===== src/rtl/ex_control_pkg.sv =====
// Shared encodings for the exposure controller and its readout sequencer.
// Main-FSM state, readout sub-state codes and the internal readout step index.
package ex_control_pkg;

    typedef enum logic [1:0] {
        s_IDLE     = 2'b00,
        s_EXPOSURE = 2'b01,
        s_READOUT  = 2'b10
    } main_state_e;

    typedef enum logic [2:0] {
        s_INIT    = 3'b000,
        s_NRE_1   = 3'b001,
        s_ADC_1   = 3'b010,
        s_NOTHING = 3'b011,
        s_NRE_2   = 3'b100,
        s_ADC_2   = 3'b101,
        s_END     = 3'b110
    } sub_state_e;

    typedef enum logic [3:0] {
        STEP_INIT   = 4'd0,
        STEP_NRE1_A = 4'd1,
        STEP_ADC_1  = 4'd2,
        STEP_NRE1_B = 4'd3,
        STEP_GAP    = 4'd4,
        STEP_NRE2_A = 4'd5,
        STEP_ADC_2  = 4'd6,
        STEP_NRE2_B = 4'd7,
        STEP_END    = 4'd8
    } step_e;

    // The unused 2'b11 main-state code behaves as IDLE everywhere.
    function automatic main_state_e norm_main(input logic [1:0] raw);
        case (raw)
            2'b01:   return s_EXPOSURE;
            2'b10:   return s_READOUT;
            default: return s_IDLE;
        endcase
    endfunction

    function automatic sub_state_e step_code(input step_e s);
        case (s)
            STEP_NRE1_A, STEP_NRE1_B: return s_NRE_1;
            STEP_ADC_1:               return s_ADC_1;
            STEP_GAP:                 return s_NOTHING;
            STEP_NRE2_A, STEP_NRE2_B: return s_NRE_2;
            STEP_ADC_2:               return s_ADC_2;
            STEP_END:                 return s_END;
            default:                  return s_INIT;
        endcase
    endfunction

endpackage


===== src/rtl/readout_sequencer_phase_timer.sv =====
// Loadable down-counter timing one readout phase; expire_o is high once the
// count has reached zero and stays there until the next load.
module phase_timer #(
    parameter int unsigned P_MAX_CYCLES = 4,
    localparam int unsigned W = $clog2(P_MAX_CYCLES + 1)
) (
    input  logic         clk_i,
    input  logic         rst_i,
    input  logic         load_i,
    input  logic [W-1:0] value_i,
    output logic         expire_o
);

    logic [W-1:0] cnt_q;

    always_ff @(posedge clk_i) begin
        if (rst_i) begin
            cnt_q <= '0;
        end else if (load_i) begin
            cnt_q <= value_i;
        end else if (cnt_q != '0) begin
            cnt_q <= cnt_q - 1'b1;
        end
    end

    assign expire_o = (cnt_q == '0);

endmodule


===== src/rtl/readout_sequencer.sv =====
// Exposure countdown and readout sub-FSM sequencing, driven by the main FSM state.
// step        | meaning
// STEP_INIT   | not in readout, code INIT
// STEP_NRE1_A | first NRE_1 window
// STEP_ADC_1  | ADC_1 conversion
// STEP_NRE1_B | second NRE_1 window
// STEP_GAP    | NOTHING gap
// STEP_NRE2_A | first NRE_2 window
// STEP_ADC_2  | ADC_2 conversion
// STEP_NRE2_B | second NRE_2 window
// STEP_END    | readout complete, held until main FSM leaves READOUT
module readout_sequencer
    import ex_control_pkg::*;
#(
    parameter int unsigned P_NRE_CYCLES = 2,
    parameter int unsigned P_ADC_CYCLES = 4,
    parameter int unsigned P_GAP_CYCLES = 1,
    parameter logic [4:0]  P_EXP_RESET  = 5'd30
) (
    input  logic       i_Clock,
    input  logic       i_Reset,
    input  logic [1:0] i_Main_FSM,
    input  logic [4:0] i_Exp_time,
    input  logic       i_Exp_load,
    output logic [4:0] o_count_time,
    output logic [2:0] o_RD_FSM,
    output logic       o_Busy,
    output logic       o_Done
);

    localparam int unsigned MAX_NA  = (P_NRE_CYCLES > P_ADC_CYCLES) ? P_NRE_CYCLES : P_ADC_CYCLES;
    localparam int unsigned MAX_CYC = (MAX_NA > P_GAP_CYCLES) ? MAX_NA : P_GAP_CYCLES;
    localparam int unsigned TIMER_W = $clog2(MAX_CYC + 1);

    main_state_e       main_q, main_prev_q;
    logic [4:0]        exp_q, count_q;
    step_e             step_q, step_d;
    sub_state_e        rd_q;
    logic              busy_q, done_q;
    logic              tmr_load, tmr_expire;
    logic [TIMER_W-1:0] tmr_value;

    // Timer is loaded with duration-1 so a phase lasts exactly its duration.
    function automatic logic [TIMER_W-1:0] step_reload(input step_e s);
        case (s)
            STEP_NRE1_A, STEP_NRE1_B,
            STEP_NRE2_A, STEP_NRE2_B: return TIMER_W'(P_NRE_CYCLES - 1);
            STEP_ADC_1, STEP_ADC_2:   return TIMER_W'(P_ADC_CYCLES - 1);
            STEP_GAP:                 return TIMER_W'(P_GAP_CYCLES - 1);
            default:                  return '0;
        endcase
    endfunction

    always_comb begin
        step_d    = step_q;
        tmr_load  = 1'b0;
        tmr_value = '0;
        if (main_q != s_READOUT) begin
            step_d   = STEP_INIT;
            tmr_load = 1'b1;
        end else if (main_prev_q != s_READOUT) begin
            step_d = STEP_NRE1_A;
        end else if (step_q != STEP_INIT && step_q != STEP_END && tmr_expire) begin
            step_d = step_e'(4'(step_q) + 4'd1);
        end
        if (step_d != step_q) begin
            tmr_load  = 1'b1;
            tmr_value = step_reload(step_d);
        end
    end

    phase_timer #(
        .P_MAX_CYCLES(MAX_CYC)
    ) u_phase_timer (
        .clk_i   (i_Clock),
        .rst_i   (i_Reset),
        .load_i  (tmr_load),
        .value_i (tmr_value),
        .expire_o(tmr_expire)
    );

    always_ff @(posedge i_Clock) begin
        if (i_Reset) begin
            main_q      <= s_IDLE;
            main_prev_q <= s_IDLE;
            exp_q       <= P_EXP_RESET;
            count_q     <= P_EXP_RESET;
            step_q      <= STEP_INIT;
            rd_q        <= s_INIT;
            busy_q      <= 1'b0;
            done_q      <= 1'b0;
        end else begin
            main_q      <= norm_main(i_Main_FSM);
            main_prev_q <= main_q;
            if (i_Exp_load && norm_main(i_Main_FSM) == s_IDLE) begin
                exp_q <= i_Exp_time;
            end
            case (main_q)
                s_EXPOSURE: begin
                    if (main_prev_q != s_EXPOSURE) begin
                        count_q <= exp_q;
                    end else if (count_q != 5'd0) begin
                        count_q <= count_q - 5'd1;
                    end
                end
                s_IDLE:  count_q <= exp_q;
                default: count_q <= count_q;
            endcase
            step_q <= step_d;
            rd_q   <= step_code(step_d);
            busy_q <= (step_d != STEP_INIT) && (step_d != STEP_END);
            done_q <= (step_d == STEP_END) && (step_q != STEP_END);
        end
    end

    assign o_count_time = count_q;
    assign o_RD_FSM     = rd_q;
    assign o_Busy       = busy_q;
    assign o_Done       = done_q;

endmodule


===== config.mk =====
export PLATFORM = sky130hd
export DESIGN_NAME = readout_sequencer
export DESIGN_NICKNAME = d
export VERILOG_FILES = /design/src/rtl/ex_control_pkg.sv /design/src/rtl/readout_sequencer_phase_timer.sv /design/src/rtl/readout_sequencer.sv
export SDC_FILE = /design/constraint.sdc
export NUM_CORES = 1
export LEC_CHECK = 0
export ABC_CLOCK_PERIOD_IN_PS = 2700
export CORE_MARGIN = 10
export CORE_UTILIZATION = 53
export DETAILED_ROUTE_END_ITERATION = 8
export GPL_ROUTABILITY_DRIVEN = 1
export PLACE_DENSITY = 0.8
export SKIP_LAST_GASP = 1
export SLEW_MARGIN = 40
export SYNTH_ARGS = -nofsm -noshare
export SYNTH_HDL_FRONTEND = slang
export SYNTH_SLANG_ARGS = --single-unit

===== constraint.sdc =====
create_clock -name i_Clock -period 2.7 [get_ports i_Clock]
set_clock_uncertainty 0.2 [all_clocks]
set_input_delay 0.54 -clock i_Clock [delete_from_list [all_inputs] [get_ports i_Clock]]
set_output_delay 0.54 -clock i_Clock [all_outputs]
set_load 0.01 [all_outputs]

## Yosys cells after proc, flatten, opt, wreduce, memory -nomap -nowiden

Memories as Yosys holds them, arrays and structs flattened. A register that Yosys moved wholly into a read port is not among the register bits.
Index checks and enable logic that the tools add are counted.

| word-level totals | value |
|---|---|
| memory bits (writable) | 0 |
| bits in latches | 0 |
| bits of input ports | 10 |
| output and inout port bits | 10 |
| register bits | 23 |
| bits in read-only memories | 48 |
| memories kept | 1 |
| word-level logic and storage cells | 60 |

Memories:

| name | depth | bits a word | read ports | clocked after Yosys merged registers in | write ports | line | RTL |
|---|---|---|---|---|---|---|---|
| (no name shown) | 16 | 3 | 1 | 1 | 0 | ex_control_pkg.sv:43 | `case (s)` |

| operators by class | value |
|---|---|
| magnitude comparators | 0 |
| bitwise logic cells | 0 |
| $mul | 0 |
| reduce and logical (&&, ||, !) cells | 17 |
| div/mod/pow operators | 0 |
| shift-type cells | 0 |
| mux-type cells | 14 |
| $add $sub $neg | 3 |
| equal/unequal tests | 17 |

Operator list:

| cell | number |
|---|---|
| $eq 4x3->1 const B | 3 |
| $mux 4 | 3 |
| $mux 5 | 2 |
| $pmux 5 s2 | 1 |
| $eq 4x2->1 const B | 2 |
| $ne 4x4->1 const B | 2 |
| $pmux 2 s2 | 2 |
| $reduce_bool 4->1 | 2 |
| $mux 3 | 2 |
| $logic_and 1x1->1 | 5 |
| $reduce_bool 5->1 | 1 |
| $sub 5x1->5 const B | 1 |
| $add 4x1->4 const B | 1 |
| $eq 2x1->1 const B | 2 |
| $eq 4x1->1 const B | 1 |
| $eq 4x4->1 const B | 1 |
| $logic_not 2->1 | 2 |
| $mux 2 | 2 |
| $ne 2x2->1 const B | 2 |
| $ne 4x4->1 | 1 |
| $reduce_bool 2->1 | 2 |
| $reduce_or 4->1 | 1 |
| $logic_not 3->1 | 1 |
| $ne 3x3->1 const B | 1 |
| 7 further kinds | 8 |

## Logic depth before layout (Yosys ltp)

| logic depth | value |
|---|---|
| depth after elaboration | 11 |
| mapped depth | 9 |
| gate-level depth less buffers | 8 |

## By module

Synthesis repeated with hierarchy kept, for this count alone.

| second synthesis, totals | value |
|---|---|
| cell total of the unflattened synthesis | 162 |
| area total of the unflattened synthesis | 1418.9 um2 |

By module, submodules not included:

| module | times used | cells an instance | area an instance (um2) | sequential area each (um2) |
|---|---|---|---|---|
| readout_sequencer | 1 | 140 | 1212.4 | 460.4 |
| phase_timer | 1 | 22 | 206.4 | 60.1 |

## Worst setup path after synthesis

Ideal clock, no wire load.

| timing | value |
|---|---|
| path kind | register to register |
| start | register u_phase_timer.cnt_q[0] |
| end | register rd_q[1] (netlist: o_RD_FSM[1]) |
| library setup time | 0.091 ns |
| data arrival time | 1.904 ns |
| cell stages (with the launch flop) | 9 |
| clock period less this slack | 2.195 ns |
| path slack | 0.505 ns |
| buffers on the path | 1 |
| data required time | 2.409 ns |
| cell sequence | dfxtp_1 > inv_1 > ha_1 > ha_1 > buf_6 > nand2_1 > mux2i_1 > or4b_1 > a311oi_1 |

| between the ends | value |
|---|---|
| word-level cells in the longest chain between the ends | 5 |

Ends and longest elaborated chain:

| element | line | RTL |
|---|---|---|
| start, declared | readout_sequencer_phase_timer.sv:14 | `logic [W-1:0] cnt_q;` |
| start signal, assigned | readout_sequencer_phase_timer.sv:20 | `cnt_q <= value_i;` |
| start signal, assigned | readout_sequencer_phase_timer.sv:22 | `cnt_q <= cnt_q - 1'b1;` |
| $logic_not 3->1 | readout_sequencer_phase_timer.sv:26 | `assign expire_o = (cnt_q == '0);` |
| $logic_and 1x1->1 | readout_sequencer.sv:63 | `end else if (step_q != STEP_INIT && step_q != STEP_END && tmr_expire) begin` |
| $mux 4 | readout_sequencer.sv:63 |  |
| $mux 4 | readout_sequencer.sv:61 | `end else if (main_prev_q != s_READOUT) begin` |
| $mux 4 | readout_sequencer.sv:58 | `if (main_q != s_READOUT) begin` |
| end, declared | readout_sequencer.sv:38 | `sub_state_e rd_q;` |

Every way passes these cells.
A chain may end at the register's enable or synchronous reset.

## Final worst setup path

| timing | value |
|---|---|
| start | register step_q[1] |
| end | register done_q (netlist: o_Done) |

| between the ends | value |
|---|---|
| word-level cells in the longest chain between the ends | 8 |
| elaborated cells between the ends (all ways) | 10 |
| classes of those cells | add/sub (1); eq/ne (2); mux (3); reduce/logical (4) |

Ends and longest elaborated chain:

| element | line | RTL |
|---|---|---|
| start, declared | readout_sequencer.sv:37 | `step_e step_q, step_d;` |
| start signal, assigned | readout_sequencer.sv:109 | `step_q <= step_d;` |
| parallel branches: the longest is 7 deep, another holds $add 4x1->4 | n/a |  |
| $logic_and 1x1->1 (*) | readout_sequencer.sv:112 | `done_q <= (step_d == STEP_END) && (step_q != STEP_END);` |
| end signal, assigned | readout_sequencer.sv:112 |  |
| end, declared | readout_sequencer.sv:39 | `logic busy_q, done_q;` |

Mark *: on every way between the ends.

==> flow_summary.json <==
{
  "synth-seq-cells": 26,
  "synth_top_area_cell": "dfxtp_1",
  "finalNetCount": 194,
  "drive_gt1_frac": 0.1029,
  "wl_per_cell_um": 14.67,
  "synth.most_common_cell": "dfxtp_1",
  "via_count": 1156,
  "die-height_um": 70.73,
  "crit_chain": "inv_1 > ha_1 > nor2b_2 > or4_4 > a21oi_2 > a21oi_2 > a2111oi_2",
  "first_global_vias": 1154,
  "syn2layout_area_growth_pct": 19.63,
  "critPathKind": "reg2reg",
  "slew_viol_final": 0,
  "drt_wl_total_um": 3008,
  "start_kind": "flip-flop",
  "antenna_cells": 0,
  "antenna_left": 0,
  "ctsHoldBuffers": 0,
  "cts-htree-levels": 1,
  "cp.buffers_inverters": 1,
  "fillerInstances": 217,
  "yosys_warnings": 0,
  "grt_usage": 0.1189,
  "yosysUniqueCellTypes": 44,
  "p_sw_frac": 0.2304,
  "arrival_ns": 2.48,
  "clk_latency_ns": 0.33,
  "drc": 0,
  "sequentialPowerShare": 0.531,
  "clkTransAtPathRegs_ns": 0.15,
  "drv_cap": 0,
  "dp.final_hpwl_um": 2234,
  "power.leakage_nw": 0.6243,
  "p_switching_mw": 0.1784,
  "crit_slowest_cell": "dfxtp_1",
  "drt_iter0_drc": 94,
  "status": "finished clean",
  "cpLargestDelayFamily": "compound AO/OA/AOI/OAI gates",
  "fp-row-count": 18,
  "clockPowerShare": 0.354,
  "clkSinkCount": 26,
  "io_pins": 20,
  "synth-edff-count": 0,
  "clock-root-buffer": "clkbuf_4",
  "synth_ff_type": "dfxtp_1",
  "gp_congestion": 0.8898,
  "required_ns": 2.74,
  "combPwrFrac": 0.114,
  "max_freq_ghz": 0.4094,
  "cts_tree": "done",
  "cp-end-kind": "flip-flop",
  "dr_wl_met3_um": 152,
  "synth_area_leaders": "dfxtp_1 (38%), ha_1 (7.3%), nor2b_1 (4.1%)",
  "p_per_area_mw_per_mm2": 474.6,
  "drt-pass1-iter-count": 4,
  "synth-async-reset-ratio": 0,
  "synth_nets": 173,
  "grt-ovfl-total": 0,
  "port_buffers": 19,
  "synth_top_cells_by_count": "dfxtp_1 (26), nor2_1 (10)",
  "grt_setup_unrepaired": "no",
  "synth_area_sq_mm": 0.001364,
  "power_mw": 0.7743,
  "hold_violations": 0,
  "antenna_found_initial": 0,
  "core_sq_mm": 0.002477,
  "clk_path_buf_depth": 2,
  "dr_wl_met2_um": 1426,
  "cp_slowest_stage_delay_ns": 0.48,
  "viasPerCell": 5.639,
  "fin_crit_sh": 0.9047,
  "die_w_um": 70.73,
  "grt_max_degree": 27,
  "crit_fanout": 7,
  "worst_slew_pin_slew_ns": 0.4482,
  "met1_length_um": 1393,
  "fin_crit_ns": 2.443,
  "synth_seq_area_share": 0.3817,
  "crit_top_cell": "a21oi_2",
  "internal_power_mw": 0.5960,
  "synth_top_area_frac": 0.3817,
  "maxSlewHeadroom": 0.7001,
  "grt_pass1_wl_um": 5009,
  "die-area_sq_mm": 0.005002,
  "holdCritPathClass": "reg2reg",
  "setup_tns_ns": 0,
  "initial_core_util": 0.5505,
  "peakVddDrop_mv": 0.5088,
  "setup-violations-final": 0,
  "numCtsBuffers": 3,
  "routed.top_layer": "met4",
  "postSynthAreaPerCell_sq_um": 8.799,
  "syn-instance-count": 155
}
## layer usage
layer  global-route usage  vias to the layer above
li1                     -                      589
met1               0.1330                      534
met2               0.2008                       28
met3              0.04045                        5
met4              0.04946                        0
met5                    0                        -
## power groups by stage
stage | clock [mW] | combinational, mW | sequential [mW]
after detailed placement | 0 | 0.0879 | 0.420
final | 0.274 | 0.0884 | 0.411
after floorplan | 0 | 0.0483 | 0.419
after CTS | 0.278 | 0.0890 | 0.411
after global routing | 0.294 | 0.0982 | 0.413
after global placement | 0 | 0.0845 | 0.419
## worst register-to-register path: cells and delay by family (launching register included)
family          cells  cell delay [ns]
compound gates      3             0.68
simple gates        2             0.64
flops               1             0.48
fa+ha+maj           1             0.25
buf+inv             1             0.10
## area by class of cell
| type | count | area [sq um] | area share |
|---|---|---|---|
| multi-input combinational | 113 | 772.0 | 0.4732 |
| sequential | 26 | 520.5 | 0.3190 |
| clock inverter | 1 | 30.03 | 0.01840 |
| clock buffer | 3 | 22.52 | 0.01380 |
| timing repair buffer | 21 | 205.2 | 0.1258 |
| inverter | 11 | 43.79 | 0.02684 |
| tap | 30 | 37.54 | 0.02301 |
## timing repair
action	in CTS	in global routing
endpoints found under the setup margin	0	1
buffers inserted	0	0
gates resized for setup	0	1
## sequential cells by signal, summed over array words and instances (netlist names)
register and count:
exp_q 5, main_prev_q 2, main_q 2, o_Busy 1, o_Done 1, o_RD_FSM 3, o_count_time 5, step_q 4
u_phase_timer.cnt_q 3
## cells by family after synthesis
kind of cell | Yosys count | synth area share
DFF | 26 | 0.3817
AOI/OAI and AO/OA | 38 | 0.1890
adders and majority gates | 8 | 0.07340
and+or+nand+nor | 58 | 0.2404
muxes | 3 | 0.02294
xor gates and xnor gates | 6 | 0.03853
buffers and inverters | 16 | 0.05413
## cell usage in the layout (no fill, tap or decap), drive strengths merged, types with 2 or more instances in the layout
master,count
o211ai,2
nor2,10
xor2,2
nor3b,2
nand2b,3
or4,3
nand2,10
a31oi,2
a211o,5
a21oi,11
mux2i,2
nor3,5
nand3,3
buf,2
a211oi,2
o21ai,9
and3,5
ha,8
inv,11
nor2b,10
clkbuf,3
dfxtp,26
xnor2,4
o21a,2
clkdlybuf4s50,19
## per-stage QoR
step | hold WS [ns] | area [sq um] | utilization | cells | setup slack [ns]
3_5_place_dp | 0.2470 | 1577 | 0.6364 | 201 | 0.2379
2_1_floorplan | 0.2299 | 1364 | - | 155 | 0.5054
6_report | 0.2786 | 1632 | 0.6586 | 205 | 0.2573
5_1_grt | 0.3023 | 1632 | 0.6586 | 205 | 0.06623
4_1_cts | 0.2797 | 1629 | 0.6576 | 205 | 0.1703
3_3_place_gp | 0.2461 | 1577 | 0.6364 | 201 | 0.3095
## path summary, 6_finish.rpt
check	slack, ns	end	from	depth (start not counted)
worst min register to register	0.28	exp_q[4]	exp_q[4]	1
worst min-delay path	0.28	exp_q[4]	exp_q[4]	1
worst max-delay path	0.26	o_Done	step_q[1]	7
worst max register to register	0.26	o_Done	step_q[1]	7
(Power assumes the default switching activity.)
